==> src/rtl/fhe_alu_pkg.sv <==
// Shared definitions for the FHE ALU interconnect.
//   SWITCH_NUM / STAGE_NUM : Benes network geometry (switches per stage, stages)
//   sw_sel_t               : one full set of switch selects for the network
//   route_state_e          : route scheduler FSM states
//   route_req_t            : a route request as seen by the scheduler (cfg_id, len)
//   route_cfg_t            : one configuration-table entry (R2M + M2R selects)
// The route_req_t field widths bound the largest table index / length the
// scheduler can carry; scheduler parameters must not exceed them.
package fhe_alu_pkg;

    localparam int SWITCH_NUM = 16;
    localparam int STAGE_NUM  = 9;

    localparam int ROUTE_CFG_AW = 4;
    localparam int ROUTE_LEN_W  = 8;

    typedef logic [STAGE_NUM-1:0][SWITCH_NUM-1:0] sw_sel_t;

    typedef enum logic [1:0] {
        RS_IDLE  = 2'd0,
        RS_APPLY = 2'd1,
        RS_DRAIN = 2'd2
    } route_state_e;

    typedef struct packed {
        logic [ROUTE_CFG_AW-1:0] cfg_id;
        logic [ROUTE_LEN_W-1:0]  len;
    } route_req_t;

    typedef struct packed {
        sw_sel_t module_sel;
        sw_sel_t slot_sel;
    } route_cfg_t;

    // $clog2 that never returns 0, so single-entry sizes still get a 1-bit field
    function automatic int clog2_min1(input int n);
        return (n > 1) ? $clog2(n) : 1;
    endfunction

endpackage

==> src/rtl/benes_route_scheduler_if.sv <==
// Bus between the route scheduler and its requesters / config writer / network.
//   cfg_*           : configuration table write port
//   req_*           : per-requester route request and one-hot grant (req_ready)
//   o_*_select      : switch selects driven into the Benes interconnect
//   o_window        : one-hot, cycles in which the granted requester drives data
//   o_done/_id      : single-cycle completion pulse and the requester it belongs to
//   o_busy          : scheduler not idle
// slave  = scheduler side, master = requester/environment side.
interface benes_route_scheduler_if
    import fhe_alu_pkg::*;
#(
    parameter int REQ_NUM   = 2,
    parameter int CFG_DEPTH = 16,
    parameter int LEN_W     = 8
);
    localparam int CFG_AW = clog2_min1(CFG_DEPTH);
    localparam int ID_W   = clog2_min1(REQ_NUM);

    logic                              cfg_we;
    logic [CFG_AW-1:0]                 cfg_addr;
    sw_sel_t                           cfg_module_sel;
    sw_sel_t                           cfg_slot_sel;

    logic [REQ_NUM-1:0]                req_valid;
    logic [REQ_NUM-1:0][CFG_AW-1:0]    req_cfg_id;
    logic [REQ_NUM-1:0][LEN_W-1:0]     req_len;
    logic [REQ_NUM-1:0]                req_ready;

    sw_sel_t                           o_module_select;
    sw_sel_t                           o_slot_select;
    logic [REQ_NUM-1:0]                o_window;
    logic                              o_done;
    logic [ID_W-1:0]                   o_done_id;
    logic                              o_busy;

    modport slave (
        input  cfg_we, cfg_addr, cfg_module_sel, cfg_slot_sel,
        input  req_valid, req_cfg_id, req_len,
        output req_ready,
        output o_module_select, o_slot_select, o_window, o_done, o_done_id, o_busy
    );

    modport master (
        output cfg_we, cfg_addr, cfg_module_sel, cfg_slot_sel,
        output req_valid, req_cfg_id, req_len,
        input  req_ready,
        input  o_module_select, o_slot_select, o_window, o_done, o_done_id, o_busy
    );

endinterface

==> src/rtl/rr_arbiter.sv <==
// Round-robin arbiter.
//   req     : request vector
//   grant   : one-hot grant among asserted requests (combinational)
//   advance : the current grant was taken; next search starts after it
// The pointer resets to requester 0.
module rr_arbiter
    import fhe_alu_pkg::*;
#(
    parameter int N = 2
) (
    input  logic         clk,
    input  logic         rst_n,
    input  logic [N-1:0] req,
    output logic [N-1:0] grant,
    input  logic         advance
);
    localparam int PW = clog2_min1(N);

    logic [PW-1:0] ptr_q, ptr_d;
    logic [PW-1:0] nxt_ptr;
    logic          found;

    // Pass 0 scans ptr..N-1, pass 1 wraps to 0..ptr-1; first hit wins.
    always_comb begin
        grant   = '0;
        nxt_ptr = ptr_q;
        found   = 1'b0;
        for (int p = 0; p < 2; p++) begin
            for (int j = 0; j < N; j++) begin
                if (!found && req[j] && ((p == 0) == (j >= int'(ptr_q)))) begin
                    found    = 1'b1;
                    grant[j] = 1'b1;
                    nxt_ptr  = (j == N - 1) ? '0 : PW'(j + 1);
                end
            end
        end
        ptr_d = advance ? nxt_ptr : ptr_q;
    end

    always_ff @(posedge clk or negedge rst_n) begin
        if (!rst_n) ptr_q <= '0;
        else        ptr_q <= ptr_d;
    end

endmodule

==> src/rtl/benes_route_scheduler.sv <==
// Benes route scheduler: grants one requester at a time the shared
// interconnect, drives the stored switch configuration it asked for, opens
// its data window for len cycles, waits NET_LAT cycles for the network to
// drain, then pulses o_done.
//   clk, rst_n : clock, asynchronous active-low reset
//   bus        : benes_route_scheduler_if.slave (config write, requests,
//                grants, selects, window, done, busy)
// Timeline for a grant at cycle T with length L (L = max(req_len,1)):
//   T+1..T+L          APPLY, window high, selects valid from T+1
//   T+L+1..T+L+NET_LAT DRAIN
//   T+L+NET_LAT+1     IDLE, o_done pulse, next grant may happen here
module benes_route_scheduler
    import fhe_alu_pkg::*;
#(
    parameter int REQ_NUM   = 2,
    parameter int CFG_DEPTH = 16,
    parameter int NET_LAT   = 3,
    parameter int LEN_W     = 8
) (
    input logic                   clk,
    input logic                   rst_n,
    benes_route_scheduler_if.slave bus
);
    localparam int CFG_AW = clog2_min1(CFG_DEPTH);
    localparam int ID_W   = clog2_min1(REQ_NUM);
    localparam int NLW    = clog2_min1(NET_LAT + 1);
    localparam int CNT_W  = (LEN_W > NLW) ? LEN_W : NLW;

    route_state_e      state_q, state_d;
    logic [ID_W-1:0]   gid_q, gid_d;
    logic [CNT_W-1:0]  cnt_q, cnt_d;
    sw_sel_t           msel_q, msel_d;
    sw_sel_t           ssel_q, ssel_d;
    logic              done_q, done_d;
    logic [ID_W-1:0]   done_id_q, done_id_d;

    route_cfg_t        cfg_tbl_q [CFG_DEPTH];

    logic [REQ_NUM-1:0] arb_grant;
    logic               idle_act;
    logic               hs;
    route_req_t         pick;
    logic [ID_W-1:0]    pick_id;

    rr_arbiter #(.N(REQ_NUM)) u_arb (
        .clk     (clk),
        .rst_n   (rst_n),
        .req     (bus.req_valid),
        .grant   (arb_grant),
        .advance (hs)
    );

    // Ready is gated by rst_n too so it drops asynchronously with reset.
    assign idle_act      = (state_q == RS_IDLE) && rst_n;
    assign bus.req_ready = idle_act ? arb_grant : '0;
    assign hs            = idle_act && (|arb_grant);

    // Select the granted requester's fields (grant is one-hot).
    always_comb begin
        pick    = '0;
        pick_id = '0;
        for (int i = 0; i < REQ_NUM; i++) begin
            if (arb_grant[i]) begin
                pick.cfg_id = ROUTE_CFG_AW'(bus.req_cfg_id[i]);
                pick.len    = ROUTE_LEN_W'(bus.req_len[i]);
                pick_id     = ID_W'(i);
            end
        end
    end

    always_comb begin
        state_d   = state_q;
        gid_d     = gid_q;
        cnt_d     = cnt_q;
        msel_d    = msel_q;
        ssel_d    = ssel_q;
        done_d    = 1'b0;
        done_id_d = done_id_q;
        case (state_q)
            RS_IDLE: begin
                if (hs) begin
                    state_d = RS_APPLY;
                    gid_d   = pick_id;
                    // cnt holds remaining APPLY cycles minus one; len 0 acts as 1
                    cnt_d   = (pick.len == '0) ? '0 : CNT_W'(pick.len - 1'b1);
                    // Table read sees pre-write contents if cfg_we hits the same entry now
                    msel_d  = cfg_tbl_q[CFG_AW'(pick.cfg_id)].module_sel;
                    ssel_d  = cfg_tbl_q[CFG_AW'(pick.cfg_id)].slot_sel;
                end
            end
            RS_APPLY: begin
                if (cnt_q == '0) begin
                    if (NET_LAT == 0) begin
                        state_d   = RS_IDLE;
                        done_d    = 1'b1;
                        done_id_d = gid_q;
                    end else begin
                        state_d = RS_DRAIN;
                        cnt_d   = CNT_W'(NET_LAT - 1);
                    end
                end else begin
                    cnt_d = cnt_q - 1'b1;
                end
            end
            RS_DRAIN: begin
                if (cnt_q == '0) begin
                    state_d   = RS_IDLE;
                    done_d    = 1'b1;
                    done_id_d = gid_q;
                end else begin
                    cnt_d = cnt_q - 1'b1;
                end
            end
            default: state_d = RS_IDLE;
        endcase
    end

    always_ff @(posedge clk or negedge rst_n) begin
        if (!rst_n) begin
            state_q   <= RS_IDLE;
            gid_q     <= '0;
            cnt_q     <= '0;
            msel_q    <= '0;
            ssel_q    <= '0;
            done_q    <= 1'b0;
            done_id_q <= '0;
        end else begin
            state_q   <= state_d;
            gid_q     <= gid_d;
            cnt_q     <= cnt_d;
            msel_q    <= msel_d;
            ssel_q    <= ssel_d;
            done_q    <= done_d;
            done_id_q <= done_id_d;
        end
    end

    // Configuration table: no reset, contents are don't-care until written.
    always_ff @(posedge clk) begin
        if (bus.cfg_we) begin
            cfg_tbl_q[bus.cfg_addr] <= '{module_sel: bus.cfg_module_sel,
                                         slot_sel:   bus.cfg_slot_sel};
        end
    end

    assign bus.o_module_select = msel_q;
    assign bus.o_slot_select   = ssel_q;
    assign bus.o_window        = (state_q == RS_APPLY) ? (REQ_NUM'(1) << gid_q) : '0;
    assign bus.o_done          = done_q;
    assign bus.o_done_id       = done_id_q;
    assign bus.o_busy          = (state_q != RS_IDLE);

endmodule
==> src/flat_wrapper.sv <==
// flat-port wrapper written by rule: the top's interface ports become plain ports
module benes_route_scheduler_flat import fhe_alu_pkg::*;
#(
    parameter int REQ_NUM   = 2,
    parameter int CFG_DEPTH = 16,
    parameter int NET_LAT   = 3,
    parameter int LEN_W     = 8
)
  (clk, rst_n, bus_cfg_we, bus_cfg_addr, bus_cfg_module_sel, bus_cfg_slot_sel, bus_req_valid, bus_req_cfg_id, bus_req_len, bus_req_ready, bus_o_module_select, bus_o_slot_select, bus_o_window, bus_o_done, bus_o_done_id, bus_o_busy);
  benes_route_scheduler_if #(.REQ_NUM(REQ_NUM), .CFG_DEPTH(CFG_DEPTH), .LEN_W(LEN_W)) bus_i ();
  input logic clk;
  input logic rst_n;
  input wire logic [$bits(bus_i.cfg_we)-1:0] bus_cfg_we;
  input wire logic [$bits(bus_i.cfg_addr)-1:0] bus_cfg_addr;
  input wire logic [$bits(bus_i.cfg_module_sel)-1:0] bus_cfg_module_sel;
  input wire logic [$bits(bus_i.cfg_slot_sel)-1:0] bus_cfg_slot_sel;
  input wire logic [$bits(bus_i.req_valid)-1:0] bus_req_valid;
  input wire logic [$bits(bus_i.req_cfg_id)-1:0] bus_req_cfg_id;
  input wire logic [$bits(bus_i.req_len)-1:0] bus_req_len;
  output wire logic [$bits(bus_i.req_ready)-1:0] bus_req_ready;
  output wire logic [$bits(bus_i.o_module_select)-1:0] bus_o_module_select;
  output wire logic [$bits(bus_i.o_slot_select)-1:0] bus_o_slot_select;
  output wire logic [$bits(bus_i.o_window)-1:0] bus_o_window;
  output wire logic [$bits(bus_i.o_done)-1:0] bus_o_done;
  output wire logic [$bits(bus_i.o_done_id)-1:0] bus_o_done_id;
  output wire logic [$bits(bus_i.o_busy)-1:0] bus_o_busy;
  assign bus_i.cfg_we = bus_cfg_we;
  assign bus_i.cfg_addr = bus_cfg_addr;
  assign bus_i.cfg_module_sel = bus_cfg_module_sel;
  assign bus_i.cfg_slot_sel = bus_cfg_slot_sel;
  assign bus_i.req_valid = bus_req_valid;
  assign bus_i.req_cfg_id = bus_req_cfg_id;
  assign bus_i.req_len = bus_req_len;
  assign bus_req_ready = bus_i.req_ready;
  assign bus_o_module_select = bus_i.o_module_select;
  assign bus_o_slot_select = bus_i.o_slot_select;
  assign bus_o_window = bus_i.o_window;
  assign bus_o_done = bus_i.o_done;
  assign bus_o_done_id = bus_i.o_done_id;
  assign bus_o_busy = bus_i.o_busy;
  benes_route_scheduler #(.REQ_NUM(REQ_NUM), .CFG_DEPTH(CFG_DEPTH), .NET_LAT(NET_LAT), .LEN_W(LEN_W)) u_core (.clk(clk), .rst_n(rst_n), .bus(bus_i));
endmodule
==> config.mk <==
export PLATFORM = sky130hd
export DESIGN_NAME = benes_route_scheduler_flat
export DESIGN_NICKNAME = d
export VERILOG_FILES = /design/src/rtl/fhe_alu_pkg.sv /design/src/rtl/benes_route_scheduler_if.sv /design/src/rtl/rr_arbiter.sv /design/src/rtl/benes_route_scheduler.sv /design/src/flat_wrapper.sv
export SDC_FILE = /design/constraint.sdc
export NUM_CORES = 2
export LEC_CHECK = 0
export ABC_AREA = 0
export BUFFER_PORTS_ARGS = -buffer_cell sky130_fd_sc_hd__buf_4
export CAP_MARGIN = 20
export CORE_ASPECT_RATIO = 0.8
export CORE_MARGIN = 8
export CORE_UTILIZATION = 45
export CTS_CLUSTER_SIZE = 28
export DETAILED_ROUTE_END_ITERATION = 7
export PLACE_DENSITY = 0.64
export SETUP_SLACK_MARGIN = 0.02
export SLEW_MARGIN = 25
export SYNTH_ARGS = -nofsm -noshare
export SYNTH_HDL_FRONTEND = slang
export SYNTH_MEMORY_MAX_BITS = 65536
export SYNTH_SLANG_ARGS = --single-unit
==> constraint.sdc <==
create_clock -name clk -period 2.6 [get_ports clk]
set_input_delay 0.52 -clock clk [delete_from_list [all_inputs] [get_ports clk]]
set_output_delay 0.52 -clock clk [all_outputs]
set_load 0.02 [all_outputs]
# After elaboration in Yosys (flattened, before gate mapping)
# Memory sizes are Yosys's and may differ from the RTL's. A register that Yosys moved wholly into a read port is not among the register bits.
# Index checks and enable logic that the tools add are counted.
[word_totals]
regBits = 14
ram_bits = 4608
in_bits = 321
elab_cells = 64
mem_count = 1
[classes]
add_sub_neg = 2
n_lt_le_gt_ge = 1
n_eq_ne = 6
shifts = 1
mux = 25
bitwise_logic = 1
reduce_logical = 21
[mem_list]
columns = ["memory", "words", "word_bits", "read_ports", "rd_ports_with_merged_regs", "wr", "line", "text"]
rows = [
  ["u_core.cfg_tbl_q", 16, 288, 1, 1, 1, "benes_route_scheduler.sv:37", "route_cfg_t cfg_tbl_q [CFG_DEPTH];"],
]
[ops]
columns = ["cell", "n"]
rows = [
  ["$mux 8", 4],
  ["$mux 12", 2],
  ["$pmux 8 s3", 1],
  ["$logic_not 8->1", 2],
  ["$sub 8x1->8 const B", 2],
  ["$mux 1", 12],
  ["$mux 2", 5],
  ["$logic_and 1x1->1", 6],
  ["$pmux 2 s3", 1],
  ["$reduce_and 2->1", 3],
  ["$reduce_and 3->1", 2],
  ["$reduce_bool 3->1", 2],
  ["$ne 2x1->1 const B", 2],
  ["$ne 2x2->1 const B", 2],
  ["$logic_not 1->1", 3],
  ["$eq 2x1->1 const B", 1],
  ["$eq 2x2->1 const B", 1],
  ["$logic_not 2->1", 1],
  ["$reduce_bool 2->1", 1],
  ["$reduce_or 2->1", 1],
  ["$shl 1x1->2 const A", 1],
  ["$ge 1x1->1 const A", 1],
  ["$not 1->1", 1],
]

# Depth between registers and ports, before layout
[depth]
ltp_word = 16
ltp_mapped = 12

# Hierarchy
# From an unflattened synthesis, not the netlist that was laid out.
[hier_totals]
hier_cells = 13129
area_unflattened_um2 = 189188.9
[by_module_without_submodules]
columns = ["module", "instances", "cells_each", "area_each_um2", "seq_area_each_um2"]
rows = [
  ["benes_route_scheduler", 1, 13123, 189133.9, 145904.9],
  ["rr_arbiter", 1, 6, 55.1, 25.0],
]

# Worst setup path after synthesis
# No wires, ideal clock.
[synth_path]
kind = "input-to-reg"
start = "input bus_cfg_addr[2]"
end = "memory u_core.cfg_tbl_q[0][0] (netlist bit), enable pin"
arrival_ns = 20.398
t_required_ns = 1.306
setup_slack_ns = -19.093
cell_stages = 2
n_path_buf = 0
cell_sequence = "or3b_2 -> nor3_1"
[synth_rtl]
columns = ["element", "line", "text"]
rows = [
  ["from (decl)", "flat_wrapper.sv:14", "input wire logic [$bits(bus_i.cfg_addr)-1:0] bus_cfg_addr;"],
  ["to (decl)", "benes_route_scheduler.sv:37", ""],
]
# Straight into the memory's write port.

# Final worst setup path
[layout_path]
start = "register u_core.u_arb.ptr_q"
end = "register u_core.msel_q (netlist bit u_core.bus.o_module_select[84])"
[layout_between]
elab_chain_len = 13
[layout_rtl]
columns = ["element", "line", "text"]
rows = [
  ["from (decl)", "rr_arbiter.sv:19", "logic [PW-1:0] ptr_q, ptr_d;"],
  ["from (signal assigned)", "rr_arbiter.sv:42", "else ptr_q <= ptr_d;"],
  ["$ge 1x1->1 *", "rr_arbiter.sv:30", "if (!found && req[j] && ((p == 0) == (j >= int'(ptr_q)))) begin"],
  ["$logic_and 1x1->1", "rr_arbiter.sv:30", ""],
  ["$mux 1", "rr_arbiter.sv:30", ""],
  ["$logic_not 1->1", "rr_arbiter.sv:30", ""],
  ["$logic_and 1x1->1", "rr_arbiter.sv:30", ""],
  ["$mux 1", "rr_arbiter.sv:30", ""],
  ["$logic_not 1->1", "rr_arbiter.sv:30", ""],
  ["$logic_and 1x1->1 (2 in a row)", "rr_arbiter.sv:30", ""],
  ["$mux 1", "rr_arbiter.sv:30", ""],
  ["$reduce_or 2->1", "benes_route_scheduler.sv:56", "assign hs = idle_act && (|arb_grant);"],
  ["$logic_and 1x1->1", "benes_route_scheduler.sv:56", ""],
  ["$reduce_and 2->1 (no line)", "-", ""],
  ["to (signal assigned)", "benes_route_scheduler.sv:131", "msel_q <= msel_d;"],
  ["to (decl)", "benes_route_scheduler.sv:32", "sw_sel_t msel_q, msel_d;"],
]
# Every way passes the cells marked *; elsewhere a longest branch is shown, timed or not.
# A chain may end at the register's enable or synchronous reset.

==> impl_metrics.toml <==
[worst_hold_path]
min_path_cells = 4
hold_path_end = "u_core.gid_q"
holdCritPathClass = "in2reg"
timing.hold.worst.start = "bus_req_valid[1]"

[detailed_routing]
first_iter_violations = 16500
avgViaCountPerCell = 6.03
detailedRoute.firstPassIterationCount = 7
routed_wl_mm = 604
route.detailed.wl_per_inst_um = 28.5
antenna_left = 0
post-route-drc-count = 0
routed-via-count = 128000

[timing]
worstMarginPinSlew_ps = 993
final-hold-violation-count = 0
rsz0062_at_grt = "yes"
finalSetupViolations = 299
timing.final.max_slew_violations = 0
final.setup.worst_slack_ps = -269
totalNegativeSetupSlack_ps = -46160
finalCritPeriodShare_pct = 110
maxSlewHeadroom_pct = 33.8
min_period_ps = 2870
timing.fmax_mhz = 349
clock-skew-final_ps = 76.4

[clock_network]
h-tree-depth = 5
cts-root-buf = "sky130_fd_sc_hd__clkbuf_16"
clk_pin_slew_ps = 60
cts_made_buffers = 456
ctsLongestPathBuffers = 4
clkLatencyLatePin_ps = 1040
clock-sinks = 4910
tritoncts = "yes"

[setup_path]
crit_path_capture_type = "flip-flop"
number_of_cells_on_the_worst_reg_to_reg_path = 16
critPathRequiredTime_ps = 3490
worst-r2r-setup-slack_ps = -270
worstSetupPathType = "reg2reg"
rr_endpoint = "u_core.bus.o_module_select[84]"
critical_path_peak_fanout = 8
worst_setup_path_start_kind = "flip-flop"
crit-reg2reg-launch = "u_core.u_arb.ptr_q"
arrival_ps = 3760

[cells_and_area]
layout-area-overhead-vs-synth_pct = 26.4
multiInputGateArea_um2 = 41500
sequential_cell_area_um2 = 146000
fraction_of_the_core_area_covered_by_cells_at_the_end_of_the_flow_pct = 57.1
layout.cells.non_filler = 21200
final_net_count = 15500
filler_cell_count = 32100
post_route_cells_drive_above_1_share_pct = 21.0

[floorplan]
die_area_um2 = 443000
core_um2 = 421000
row_count = 213
fp.dieH_um = 597
floorplan.initialDensity_pct = 45.2
number_of_ports_placed_on_the_die_boundary = 616
die_x_um = 742

[placement]
gp_congestion = 0.808
buffer_ports.inserted = 615
detailed_place_hpwl_mm = 351
detailedPlace.worstSlack_ps = -540
dpl.cell_count = 19700

[synthesis]
syn-cell-area_um2 = 190000
yosys_warnings = 0
asyncSetResetFlopFracSynth_pct = 6.15
syn_inst_count = 13300
synth_sequential_area_ratio_pct = 76.8
synth.cells.most_frequent = "4,608 x sky130_fd_sc_hd__edfxtp_1, 3,467 x sky130_fd_sc_hd__nand2_1, 868 x sky130_fd_sc_hd__nand3_1"
synth_largest_type_area_fraction_pct = 72.9
avgSynthCellArea_um2 = 14.3
yosys_register_bits = 4910
synth_fp_nets = 13600
yosys.area.top_type = "sky130_fd_sc_hd__edfxtp_1"
ys_top_cells_by_area = "sky130_fd_sc_hd__edfxtp_1 73%, sky130_fd_sc_hd__nand2_1 6.9%, sky130_fd_sc_hd__dfrtp_1 4.0%"
yosys.cell_types.count = 60
dominantRegCellSynth = "sky130_fd_sc_hd__edfxtp_1"
number_of_enable_flip_flop_cells_after_synthesis = 4608
synth.most_common_cell = "sky130_fd_sc_hd__edfxtp_1"

[run_status]
status = "finished, violations left"
failing_checks = "negative setup slack"

[power_and_ir_drop]
worst_ir_drop_vdd_mv = 0.692
p_leak_nw = 84.8
power-per-cell-area_nw_per_um2 = 864

[global_route]
grt_antenna_before_repair = 32
grt_pass1_wl_mm = 848
grt_max_degree = 77
grt_util_all_layers_pct = 25.5
vias_in_the_first_global_route = 122000
grt_overflow = 0

[flow_run]
max_cap_viol_count = 0
-- cell families (layout without fill, tap and decap cells) --
kind of cell    count (synthesis)  count (layout)  share of synthesized area (%)
compound gates               2358            2358                           9.37
xor+xnor                        5               5                         0.0231
fa+ha+maj                       7               7                         0.0461
buf+inv                      1292            3604                           2.86
flops                        4910            4910                           76.8
mux                           291             291                           1.54
other cells                     0              18                              0
simple gates                 4390            4390                           9.32
-- worst max path at each step --
stage / from / to / slack, ps / cells after the start
2_1_floorplan: bus_cfg_addr[2] / u_core.cfg_tbl_q[0][0] / -5700 / 2
3_3_place_gp: bus_req_valid[1] / u_core.bus.o_module_select[85] / -540 / 11
3_5_place_dp: bus_req_valid[1] / u_core.bus.o_module_select[85] / -540 / 11
4_1_cts: u_core.u_arb.ptr_q / bus_req_ready[0] / -460 / 6
5_1_grt: u_core.u_arb.ptr_q / bus_req_ready[0] / -410 / 6
6_report: u_core.u_arb.ptr_q / u_core.bus.o_module_select[84] / -270 / 16
-- critical path: stages, from the launching register on --
cell and delay (ps):
sky130_fd_sc_hd__dfrtp_1 410, sky130_fd_sc_hd__buf_4 150, sky130_fd_sc_hd__nand2b_4 150, sky130_fd_sc_hd__buf_12 130
sky130_fd_sc_hd__buf_12 130, sky130_fd_sc_hd__a22o_4 240, sky130_fd_sc_hd__buf_12 140, sky130_fd_sc_hd__buf_16 150
sky130_fd_sc_hd__buf_12 170, sky130_fd_sc_hd__buf_16 150, sky130_fd_sc_hd__buf_12 130, sky130_fd_sc_hd__buf_16 130
sky130_fd_sc_hd__buf_4 130, sky130_fd_sc_hd__nand2_1 70, sky130_fd_sc_hd__nand3_2 100, sky130_fd_sc_hd__a31oi_4 240
sky130_fd_sc_hd__o21ai_1 100
-- state kept, by name, summed over array words and instances, names as in the netlist --
name and count:
u_core.bus.o_done 1, u_core.bus.o_done_id 1, u_core.bus.o_module_select 144, u_core.bus.o_slot_select 144, u_core.cfg_tbl_q 4608, u_core.cnt_q 8, u_core.gid_q 1, u_core.state_q 2
u_core.u_arb.ptr_q 1
-- cell type report --
type                       count  share of cell area, %
tap                         5590                   2.91
sequential                  4910                   60.8
multi-input combinational   7051                   17.3
clock buffer                 632                   5.26
antenna                       18                 0.0188
inverter                     298                  0.468
timing repair buffer        2445                   12.2
clock inverter               229                   1.03
-- metal layers --
metal | up-vias | routed length, um | global-route usage, %
li1 | 54600 | - | -
met1 | 64600 | 247000 | 37.2
met2 | 7380 | 274000 | 39.2
met3 | 1056 | 60700 | 4.24
met4 | 4 | 21300 | 8.06
met5 | - | 23 | 0
-- per-stage QoR --
stage,total power [mW],instance area (um^2),hold WS [ps]
2_1_floorplan,113,190000,224
3_5_place_dp,133,212000,373
4_1_cts,205,235000,22.4
3_3_place_gp,133,212000,375
5_1_grt,214,240000,75.7
6_report,207,240000,103
-- where the power goes --
group	switching, mW	internal (mW)
clock network	29.9	37.7
logic	27.3	19.1
registers	3.34	90.1
total	60.5	147
-- timing repair --
action                                 4_1_cts  5_1_grt
pin swaps                                  121      201
gates resized for setup                    354      459
hold buffers                               291        0
endpoints found under the hold margin     4703        0
setup endpoints to repair                  200      302
gates cloned                                75       59
setup buffers                              143       94
-- cells in the final DEF (no fill, tap or decap), types with 15 or more instances in the layout --
cell | Yosys | routed
sky130_fd_sc_hd__buf_4 | 35 | 1378
sky130_fd_sc_hd__a311oi_2 | 0 | 73
sky130_fd_sc_hd__edfxtp_1 | 4608 | 4608
sky130_fd_sc_hd__clkbuf_16 | 0 | 516
sky130_fd_sc_hd__dlygate4sd3_1 | 0 | 291
sky130_fd_sc_hd__clkbuf_1 | 573 | 125
sky130_fd_sc_hd__clkbuf_8 | 0 | 48
sky130_fd_sc_hd__bufinv_16 | 0 | 36
sky130_fd_sc_hd__dfrtp_1 | 302 | 301
sky130_fd_sc_hd__a32oi_2 | 1 | 52
sky130_fd_sc_hd__clkinvlp_4 | 0 | 16
sky130_fd_sc_hd__buf_6 | 5 | 82
sky130_fd_sc_hd__buf_8 | 0 | 33
sky130_fd_sc_hd__a211oi_4 | 0 | 16
sky130_fd_sc_hd__a221oi_1 | 289 | 287
sky130_fd_sc_hd__a32oi_1 | 580 | 528
sky130_fd_sc_hd__mux2i_1 | 289 | 265
sky130_fd_sc_hd__mux2i_4 | 0 | 15
sky130_fd_sc_hd__nand2_1 | 3467 | 3463
sky130_fd_sc_hd__a211oi_1 | 288 | 166
sky130_fd_sc_hd__a31oi_1 | 576 | 479
sky130_fd_sc_hd__a31oi_2 | 0 | 79
sky130_fd_sc_hd__bufbuf_16 | 0 | 20
sky130_fd_sc_hd__buf_12 | 0 | 465
sky130_fd_sc_hd__a211oi_2 | 1 | 107
sky130_fd_sc_hd__clkinv_1 | 0 | 66
sky130_fd_sc_hd__a31oi_4 | 0 | 18
sky130_fd_sc_hd__a311oi_1 | 288 | 213
sky130_fd_sc_hd__nor2_4 | 2 | 15
sky130_fd_sc_hd__diode_2 | 0 | 18
sky130_fd_sc_hd__inv_1 | 298 | 295
sky130_fd_sc_hd__o21ai_1 | 291 | 288
sky130_fd_sc_hd__buf_16 | 0 | 118
sky130_fd_sc_hd__nand3_1 | 868 | 855
sky130_fd_sc_hd__clkinv_2 | 0 | 81
Note: power is estimated with default switching activity, not from simulation.
